File: src/rtl/lfsr_pkg.sv
// Shared types and helpers for the LFSR burst generator: FSM encoding and the raw Fibonacci step.
// lfsr_step has no zero check; callers decide how to escape the all-zero state.
package lfsr_pkg;

    typedef enum logic {
        IDLE = 1'b0,
        RUN  = 1'b1
    } fsm_e;

    localparam int          DEF_WIDTH = 8;
    localparam logic [7:0]  DEF_TAPS  = 8'h1D;
    localparam int          MAX_W     = 64;

    // Operands are zero-extended to MAX_W; feedback lands at bit width-1, so upper bits stay zero.
    function automatic logic [MAX_W-1:0] lfsr_step(input logic [MAX_W-1:0] state,
                                                   input logic [MAX_W-1:0] taps,
                                                   input int               width);
        logic fb;
        fb = ^(state & taps);
        return (state >> 1) | (MAX_W'(fb) << (width - 1));
    endfunction

endpackage

File: src/rtl/lfsr_core.sv
// LFSR state register with seed load, single-step advance and zero substitution.
// Load/advance take effect on the next edge; lockup pulses the cycle after a zero is replaced.
module lfsr_core
    import lfsr_pkg::*;
#(
    parameter int               WIDTH  = DEF_WIDTH,
    parameter logic [WIDTH-1:0] TAPS   = WIDTH'(DEF_TAPS),
    parameter logic [WIDTH-1:0] RESEED = WIDTH'(1)
) (
    input  logic             clk,
    input  logic             rst,
    input  logic             load_en,
    input  logic [WIDTH-1:0] seed,
    input  logic             adv_en,
    output logic [WIDTH-1:0] state,
    output logic             lockup
);

    logic [WIDTH-1:0] state_q, state_d;
    logic             lockup_q, lockup_d;
    logic [MAX_W-1:0] step_full;
    logic [WIDTH-1:0] cand;
    logic             cand_zero;

    assign step_full = lfsr_step(MAX_W'(state_q), MAX_W'(TAPS), WIDTH);

    // Load wins over advance; the top only ever asserts one of them at a time anyway.
    always_comb begin
        state_d   = state_q;
        lockup_d  = 1'b0;
        cand      = load_en ? seed : step_full[WIDTH-1:0];
        cand_zero = load_en ? (seed == '0) : (step_full == '0);
        if (load_en || adv_en) begin
            if (cand_zero) begin
                state_d  = RESEED;
                lockup_d = 1'b1;
            end else begin
                state_d  = cand;
            end
        end
    end

    always_ff @(posedge clk or posedge rst) begin
        if (rst) begin
            state_q  <= RESEED;
            lockup_q <= 1'b0;
        end else begin
            state_q  <= state_d;
            lockup_q <= lockup_d;
        end
    end

    assign state  = state_q;
    assign lockup = lockup_q;

endmodule

File: src/rtl/lfsr_burst_gen.sv
// Burst generator: emits `count` LFSR words over valid/ready, first word one cycle after start.
// out_ready low holds rand_num and the counter; done pulses the cycle after the last acceptance.
module lfsr_burst_gen
    import lfsr_pkg::*;
#(
    parameter int               WIDTH  = DEF_WIDTH,
    parameter logic [WIDTH-1:0] TAPS   = WIDTH'(DEF_TAPS),
    parameter logic [WIDTH-1:0] RESEED = WIDTH'(1),
    parameter int               CNT_W  = 16
) (
    input  logic             clk,
    input  logic             rst,
    input  logic             load,
    input  logic [WIDTH-1:0] seed,
    input  logic             start,
    input  logic [CNT_W-1:0] count,
    output logic             out_valid,
    input  logic             out_ready,
    output logic [WIDTH-1:0] rand_num,
    output logic             busy,
    output logic             done,
    output logic             lockup
);

    fsm_e             fsm_q;
    logic [CNT_W-1:0] remaining_q;
    logic             busy_q;
    logic             done_q;
    logic             load_en;
    logic             adv_en;

    assign load_en = load && (fsm_q == IDLE);
    assign adv_en  = busy_q && out_ready;

    lfsr_core #(
        .WIDTH  (WIDTH),
        .TAPS   (TAPS),
        .RESEED (RESEED)
    ) u_core (
        .clk     (clk),
        .rst     (rst),
        .load_en (load_en),
        .seed    (seed),
        .adv_en  (adv_en),
        .state   (rand_num),
        .lockup  (lockup)
    );

    // Burst ends on the acceptance that sees remaining == 1, so the counter never wraps.
    always_ff @(posedge clk or posedge rst) begin
        if (rst) begin
            fsm_q       <= IDLE;
            remaining_q <= '0;
            busy_q      <= 1'b0;
            done_q      <= 1'b0;
        end else begin
            done_q <= 1'b0;
            case (fsm_q)
                IDLE: begin
                    if (start && (count != '0)) begin
                        fsm_q       <= RUN;
                        remaining_q <= count;
                        busy_q      <= 1'b1;
                    end
                end
                RUN: begin
                    if (out_ready) begin
                        remaining_q <= remaining_q - CNT_W'(1);
                        if (remaining_q == CNT_W'(1)) begin
                            fsm_q  <= IDLE;
                            busy_q <= 1'b0;
                            done_q <= 1'b1;
                        end
                    end
                end
                default: begin
                    fsm_q  <= IDLE;
                    busy_q <= 1'b0;
                end
            endcase
        end
    end

    assign out_valid = busy_q;
    assign busy      = busy_q;
    assign done      = done_q;

endmodule

File: config.mk
export PLATFORM = sky130hd
export DESIGN_NAME = lfsr_burst_gen
export DESIGN_NICKNAME = d
export VERILOG_FILES = /design/src/rtl/lfsr_pkg.sv /design/src/rtl/lfsr_core.sv /design/src/rtl/lfsr_burst_gen.sv
export SDC_FILE = /design/constraint.sdc
export NUM_CORES = 1
export LEC_CHECK = 0
export BUFFER_PORTS_ARGS = -buffer_cell sky130_fd_sc_hd__buf_2
export CAP_MARGIN = 30
export CORE_MARGIN = 1
export CORE_UTILIZATION = 57
export CTS_CLUSTER_DIAMETER = 150
export DETAILED_ROUTE_END_ITERATION = 7
export HOLD_SLACK_MARGIN = 0.15
export MAX_ROUTING_LAYER = met4
export PLACE_DENSITY = 0.9
export SKIP_CTS_REPAIR_TIMING = 1
export SLEW_MARGIN = 0
export SYNTH_ARGS = -nofsm -noshare
export SYNTH_HDL_FRONTEND = slang
export SYNTH_SLANG_ARGS = --single-unit
File: constraint.sdc
create_clock -name clk -period 3.2 [get_ports clk]
set_input_delay 0.32 -clock clk [delete_from_list [all_inputs] [get_ports clk]]
set_output_delay 0.32 -clock clk [all_outputs]
set_load 0.1 [all_outputs]
==> results of run 1 <==
final timing paths:
kind                       slack [ps]             from         endpoint  depth (start not counted)
min reg2reg                       530  remaining_q[14]  remaining_q[14]                          1
min                               220         count[6]   remaining_q[6]                          3
min in group asynchronous         520              rst  remaining_q[13]                          3
max reg2reg                       980   remaining_q[4]  remaining_q[11]                          5
max                               980   remaining_q[4]  remaining_q[11]                          5
max in group asynchronous        2150              rst  u_core.state[0]                          4
layout make-up:
cell class	count	area [um^2]
inverters	6	22.5
flip-flops and latches	28	702
well taps	31	38.8
clock buffers	4	36.3
repair buffers	43	245
fillers	224	828
multi-input cells	150	932
cells in the final DEF, fill, tap and decap left out, types with 2 or more instances in the layout:
cell type / n
a311oi_2: 4
nor2_1: 24
a21oi_1: 11
nor2b_1: 2
o21ai_0: 6
clkbuf_4: 3
nand2b_1: 4
inv_1: 6
ha_1: 2
or4_4: 3
o41ai_1: 2
o31ai_1: 2
nor3_1: 7
o221ai_1: 3
dfrtp_1: 27
xnor2_1: 5
or4_1: 6
nand4_1: 2
a31oi_1: 6
o22ai_1: 2
nor4_1: 5
nand3_1: 5
nand2_1: 30
xor2_1: 2
buf_2: 40
metal layers:
layer	GRT usage (%)	up-vias
li1	-	781
met1	36.1	753
met2	44.4	85
met3	3.69	10
met4	9.06	0
met5	-	-
power by group:
group,internal (W),switching (W),total [W],leakage [nW]
Clock,0.0000697,0.000103,0.000173,0.0210
Sequential,0.000439,0.0000972,0.000536,0.312
Combinational,0.000154,0.000367,0.000521,0.524
registers in the layout (all words and copies together), names as in the netlist:
register and cells:
busy 1, done 1, remaining_q 16, u_core.lockup 1, u_core.state 8, fsm_q 1
per-stage QoR:
step                instance area [um^2]  utilization [%]  cells
finish                              1980             70.5    262
global route                        1980             70.5    262
CTS                                 1970             70.1    261
detailed placement                  1930             68.8    257
global placement                    1900             67.8    256
floorplan                           1720                -    196
worst max-delay path, stage by stage, from the launching register on:
cell and delay, ps:
dfrtp_1 460, nor3_1 420, nand3_1 430, or4_1 550, a21oi_1 190, o21ba_2 140
synthesized netlist by cell type (all sizes together), types with 3 or more instances:
cell type / count / share of area (%)
nand3: 5 / 1.5
dfrtp: 27 / 39
o41ai: 3 / 2.6
nand2: 30 / 6.6
xnor2: 5 / 2.6
nand2b: 4 / 1.5
a311oi: 4 / 3.5
a31oi: 6 / 2.2
o21ai: 7 / 2.0
or4: 9 / 4.6
nor4: 5 / 1.8
clkbuf: 8 / 1.7
a21oi: 11 / 3.2
o221ai: 3 / 1.5
inv: 6 / 1.3
nor2: 24 / 5.2
nor3: 8 / 2.6
buf: 4 / 1.7
cell families after synthesis:
logic type / Yosys count
AO/OA/AOI/OAI: 44
XOR/XNOR: 7
adder cells (fa/ha/maj): 2
buffers and inverters: 18
flip-flops: 28
multiplexers: 2
AND/OR/NAND/NOR: 95
==> metrics.txt, run 1 <==
status complete, but fails checks; failing checks design-rule violations; met1 wire length ~1700 um; PortBufs 40; syn nets around 230; adder-cell share of the synthesized area 1.46%; ant diodes 0; DR iter-0 viols 81; sequential fraction of the synthesis area 40.9%; Sum Neg Setup Slack 0 ps; Synth Flop Type dfrtp_1; io pins between 40 and 50; Arr. time, crit path approximately 2500 ps; Slew HR around 40%; Initial Util 61.2%; Crit Path Class reg -> reg; Area growth syn-to-layout 15.2%; startpoint types flop; Place WS just under 900 ps; Clock Skews approximately 14 ps; Antenna Nets Post-Route 0; synthesized cell area approximately 1700 um^2; final worst slack just under 1000 ps; global-route wire length before repair 6800 um; CP Capture Type flop; Core ar. ~2800 um^2; TritonCTS clock tree yes; Die X approximately 57 um; Num Clock Sinks 28; post-DP HPWL around 3000 um; Post-Syn Instances just under 200; CTS Buf Count 3; residual DRC count 6; Rows 19; Via density around 6.2; final WL 3970 um; drt pass-1 iters 7; largest net degree at the start of global routing 35; Post-synth EDFFs 0; Die Height around 57 um; Placer Congestion slightly below 0.9; final hold vios 0; final hold slack between 200 and 250 ps; post-route clock period utilization between 60% and 70%; Netlist cell types between 40 and 50; Pwr Total about 0.0012 W; Final nets ~260; post-synthesis mux area share between 1 and 1.5%; Die Area about 3200 um^2; layout cell share with drive strength beyond 1 roughly 27%; DR top layer met4; Async S/R FF share, synth 100%; clock root cell clkbuf_4; min cycle time layout around 2200 ps; metal3 WL a little under 300 um; setup violators final 0; H-tree levels 1; Yosys reg bits 28; Synth Area in Compound Gates approximately 20%; clock buffer depth 2; RSZ-0062 raised after global routing false; via count between 1500 and 2000; PD cells ~620 nW/um^2; fraction of the mapped netlist area in simple logic gates between 20 and 30%; vias in the first global route approximately 1600; GR Util All Layers between 20% and 30%; met2 WL post-DR between 1500 and 2000 um; Post-Synth XOR/XNOR Area 3.57%; leakage ~0.86 nW; Worst Max-Slew Pin Slew slightly below 900 ps; grt total ovfl 0; Hold Crit Class in -> reg; clock latency on the worst-skew pair between 300 and 400 ps; Syn Area/Cell between 8 and 9 um^2; Achievable Freq roughly 0.45 GHz; post-DR wirelength/cell roughly 15 um; largest family of logic cells by synthesized area simple AND/OR/NAND/NOR gates; initial antenna violation count 0; Slew Limit Fails 0; CP max FO 11; synth warn 0; Peak VDD IR 0.000378 V; Worst EP required 3490 ps; Reg clk slew, reported paths 150 ps; Max-Cap Viols 0
Note: power is estimated with default switching activity, not from simulation.
==> inputs of run 2 (changes only) <==
Settings changed: CORE_UTILIZATION 57 to 53, PLACE_DENSITY 0.9 to 0.85.
Clock period 3.2 ns to 2.2 ns, I/O delays scaled along.
==> metrics.txt, run 2 (synthesis results as in run 1) <==
Peak VDD IR 0.000466 V; Max-Cap Viols 0; Die X a little under 60 um; final hold vios 0; Rows 20; ant diodes 0; setup violators final 0; Arr. time, crit path around 2400 ps; Core ar. around 3100 um^2; Final nets 276; final hold slack between 100 and 150 ps; post-route clock period utilization a little over nine tenths; PortBufs 40; Die Area about 3500 um^2; residual DRC count 0; max FFs per register 16; drt pass-1 iters 5; largest net degree at the start of global routing 31; CTS Buf Count 3; Achievable Freq between 0.4 and 0.5 GHz; Placer Congestion around 0.86; Initial Util a little under three fifths; Num Clock Sinks 28; area occupied by multi-input gates between 900 and 1000 um^2; via count 1659; Crit Path Class in -> reg; Die Height ~59 um; vias in the first global route 1417; Hold Crit Class in -> reg; DR iter-0 viols approximately 110; Area growth syn-to-layout 22.2%; Largest Register remaining_q; GR Util All Layers about a quarter; Clock Skews roughly 16 ps; met2 WL post-DR 1920 um; met1 wire length roughly 1800 um; metal3 WL between 200 and 300 um; DR top layer met4; leakage around 0.91 nW; commonest cells after routing, fill and taps aside buf_2 (40), nand2_1 (30), dfrtp_1 (27); io pins a little over 40; Worst EP required roughly 2400 ps; CP max FO 7; min cycle time layout roughly 2100 ps; crit-path cells dlygate4sd3_1, buf_2, or4_4, o41ai_4, or2b_4, a21oi_1, a311oi_2; grt total ovfl 0; final worst slack ~69 ps; Critical Path Max Stage Delay around 540 ps; fillers between 200 and 300; clock root cell clkbuf_4; most common cell after layout, fill and taps aside buf_2; Place WS about 130 ps; H-tree levels 1; Antenna Nets Post-Route 0; global-route wire length before repair 6280 um; clock latency on the worst-skew pair 330 ps; startpoint types input pin; CP Capture Type flop; initial antenna violation count 0; TritonCTS clock tree yes; Slew HR 67.4%; status finished clean; PD cells approximately 860 nW/um^2; clock buffer depth 2; FF+latch area around 700 um^2; final WL roughly 4000 um; post-DR wirelength/cell ~14 um; layout cell share with drive strength beyond 1 between 20% and 30%; RSZ-0062 raised after global routing false; Worst Max-Slew Pin Slew around 490 ps; Reg clk slew, reported paths between 150 and 200 ps; Via density approximately 5.8; post-DP HPWL approximately 3000 um; hold path depth 3; r2r worst-path depth 5; Sum Neg Setup Slack 0 ps; Slew Limit Fails 0; Crit-path slowest cell dlygate4sd3_1
-- run 2: critical path: cells and delay by family --
family                 cells  cell delay [ps]
AOI/OAI and AO/OA          3              670
buffers and inverters      2              670
and+or+nand+nor            2              800
-- run 2: power by group --
group          switching [W]  internal, W
Sequential          0.000141     0.000638
Clock               0.000150     0.000101
Combinational       0.000539     0.000236
Total               0.000829     0.000976
-- run 2: worst paths after layout --
kind | to | slack [ps] | startpoint
setup / recovery | remaining_q[12] | 70 | count[0]
hold / removal | u_core.state[3] | 140 | seed[3]
setup reg to reg | remaining_q[12] | 210 | remaining_q[4]
hold reg to reg | remaining_q[14] | 530 | remaining_q[14]
max in group asynchronous | u_core.state[0] | 1420 | rst
min in group asynchronous | remaining_q[11] | 460 | rst
-- run 2: through the flow --
step                instances  power, W  util, %  instance area, um^2
floorplan                 196   0.00137        -                 1720
detailed placement        274   0.00154     64.1                 1960
global placement          274   0.00152     64.1                 1960
finish                    288   0.00180     68.7                 2100
global route              288   0.00191     68.7                 2100
CTS                       278   0.00178     65.3                 1990
-- run 2: cell type report --
type	count	area share, %
clock buffers	4	1.73
repair buffers	56	16.5
inverters	6	1.07
flip-flops and latches	28	33.5
multi-input cells	150	44.6
well taps	44	2.63
-- run 2: metal layers --
| layer | GRT usage [%] | vias to the layer above |
|---|---|---|
| li1 | - | 804 |
| met1 | 34.6 | 780 |
| met2 | 36.7 | 71 |
| met3 | 2.86 | 4 |
| met4 | 9.52 | 0 |
| met5 | - | - |
==> inputs of run 3 (changes only) <==
Settings changed: SETUP_SLACK_MARGIN from default to 0.2.
==> metrics.txt, run 3 (synthesis results as in run 1) <==
status finished clean; Initial Util 56.2%; Worst Max-Slew Pin Slew about 500 ps; Largest Register remaining_q; Core ar. 3050 um^2; Crit Path Class reg -> reg; Die X 58.9 um; PortBufs 40; Area growth syn-to-layout 23.7%; grt total ovfl 0; Switching Fraction a little under half; Antenna Nets Post-Route 0; largest net degree at the start of global routing 31; clock latency on the worst-skew pair ~330 ps; post-DP HPWL just under 3000 um; leakage slightly above 0.9 nW; CTS Buf Count 3; layout cell share with drive strength beyond 1 between 20% and 30%; Internal between 0.0009 and 0.001 W; Flop pwr share 42.9%; most common cell after layout, fill and taps aside buf_2; ant diodes 0; Peak VDD IR 0.000500 V; Hold Crit Class in -> reg; combinational share of power between 40% and 50%; Num Clock Sinks 28; Reg clk slew, reported paths roughly 150 ps; Via density roughly 5.8; max FFs per register 16; commonest cells after routing, fill and taps aside buf_2 (40), nand2_1 (30), dfrtp_1 (27); setup violators final 0; GR Util All Layers 24.7%; Non-Filler Instances 289; residual DRC count 0; final WL between 4000 and 5000 um; PD cells 860 nW/um^2; global-route wire length before repair around 6300 um; clock buffer depth 2; Die Area 3470 um^2; Achievable Freq roughly 0.52 GHz; power share of the clock group 13.7%; DR iter-0 viols 105; fillers about 270; CP Capture Type flop; startpoint types flop; Slew Limit Fails 0; RSZ-0062 raised after global routing true; # placed instances approximately 270; final hold vios 0; via count about 1700; post-route clock period utilization between 80 and 90%; Worst EP required roughly 2500 ps; initial antenna violation count 0; io pins 41; post-DR wirelength/cell 14.1 um; H-tree levels 1; CP max FO 7; Slew HR a little under 70%; Clock Skews around 11 ps; Arr. time, crit path between 2000 and 2500 ps; Die Height between 50 and 60 um; Rows 20; clock root cell clkbuf_4; Final nets about 280; Placer Congestion between 0.8 and 0.9; drt pass-1 iters 5; vias in the first global route around 1400; TritonCTS clock tree yes; min cycle time layout between 1500 and 2000 ps; Sum Neg Setup Slack 0 ps; NetSw about 0.00084 W; Max-Cap Viols 0
## run 3: cell types whose count changed in the layout (fill, tap and decap cells not counted)
cell | previous run | this run
nor3_1 | 7 | 4
nor3_2 | 1 | 4
buf_4 | 6 | 7
o21ai_0 | 6 | 5
o21ai_1 | 1 | 2
or4_1 | 5 | 4
or4_4 | 4 | 5
## run 3: final timing paths
kind / start / end / slack, ps / depth (start not counted)
setup / recovery: remaining_q[0] / remaining_q[13] / 280 / 5
hold reg to reg: remaining_q[14] / remaining_q[14] / 530 / 1
max in group asynchronous: rst / u_core.state[0] / 1420 / 4
min in group asynchronous: rst / remaining_q[14] / 470 / 4
hold / removal: seed[3] / u_core.state[3] / 150 / 3
setup reg to reg: remaining_q[0] / remaining_q[13] / 280 / 5
## run 3: metrics by stage
stage / power, W / area (um^2) / util (%) / hold slack (ps) / setup WS (ps)
floorplan: 0.00137 / 1720 / - / 285 / 216
global placement: 0.00152 / 1960 / 64.1 / 300 / 189
detailed placement: 0.00154 / 1960 / 64.1 / 302 / 132
CTS: 0.00178 / 1990 / 65.3 / -66.1 / 101
global route: 0.00193 / 2120 / 69.5 / 154 / 183
finish: 0.00183 / 2120 / 69.5 / 148 / 285
## run 3: worst max-delay path, cell delays in order, from the launching register on
cell	delay, ps
dfrtp_1	440
or4_4	580
or4_4	510
o21ai_1	140
a21oi_1	90
nor3_2	100
## run 3: per-layer routing
metal / GRT usage, % / vias up / wire length (um)
met5: - / - / 0
met4: 9.52 / 0 / 40
met3: 2.86 / 4 / 216
met2: 36.7 / 63 / 1980
met1: 34.6 / 787 / 1840
li1: - / 809 / -
## run 3: area by class of cell
| cell class | instances | area, um^2 | share of cell area (%) |
|---|---|---|---|
| Inverter | 6 | 22.5 | 1.06 |
| Multi-Input combinational cell | 150 | 955 | 45.0 |
| Timing Repair Buffer | 57 | 353 | 16.6 |
| Tap cell | 44 | 55.1 | 2.59 |
| Sequential cell | 28 | 702 | 33.1 |
| Clock buffer | 4 | 36.3 | 1.71 |
## run 3: power by group through the flow
| stage | registers (W) | logic, W | clock network (W) |
|---|---|---|---|
| 2_1_floorplan | 0.00105 | 0.000321 | 0 |
| 3_3_place_gp | 0.000778 | 0.000742 | 0 |
| 3_5_place_dp | 0.000784 | 0.000755 | 0 |
| 4_1_cts | 0.000775 | 0.000756 | 0.000253 |
| 5_1_grt | 0.000806 | 0.000844 | 0.000283 |
| 6_report | 0.000784 | 0.000792 | 0.000251 |
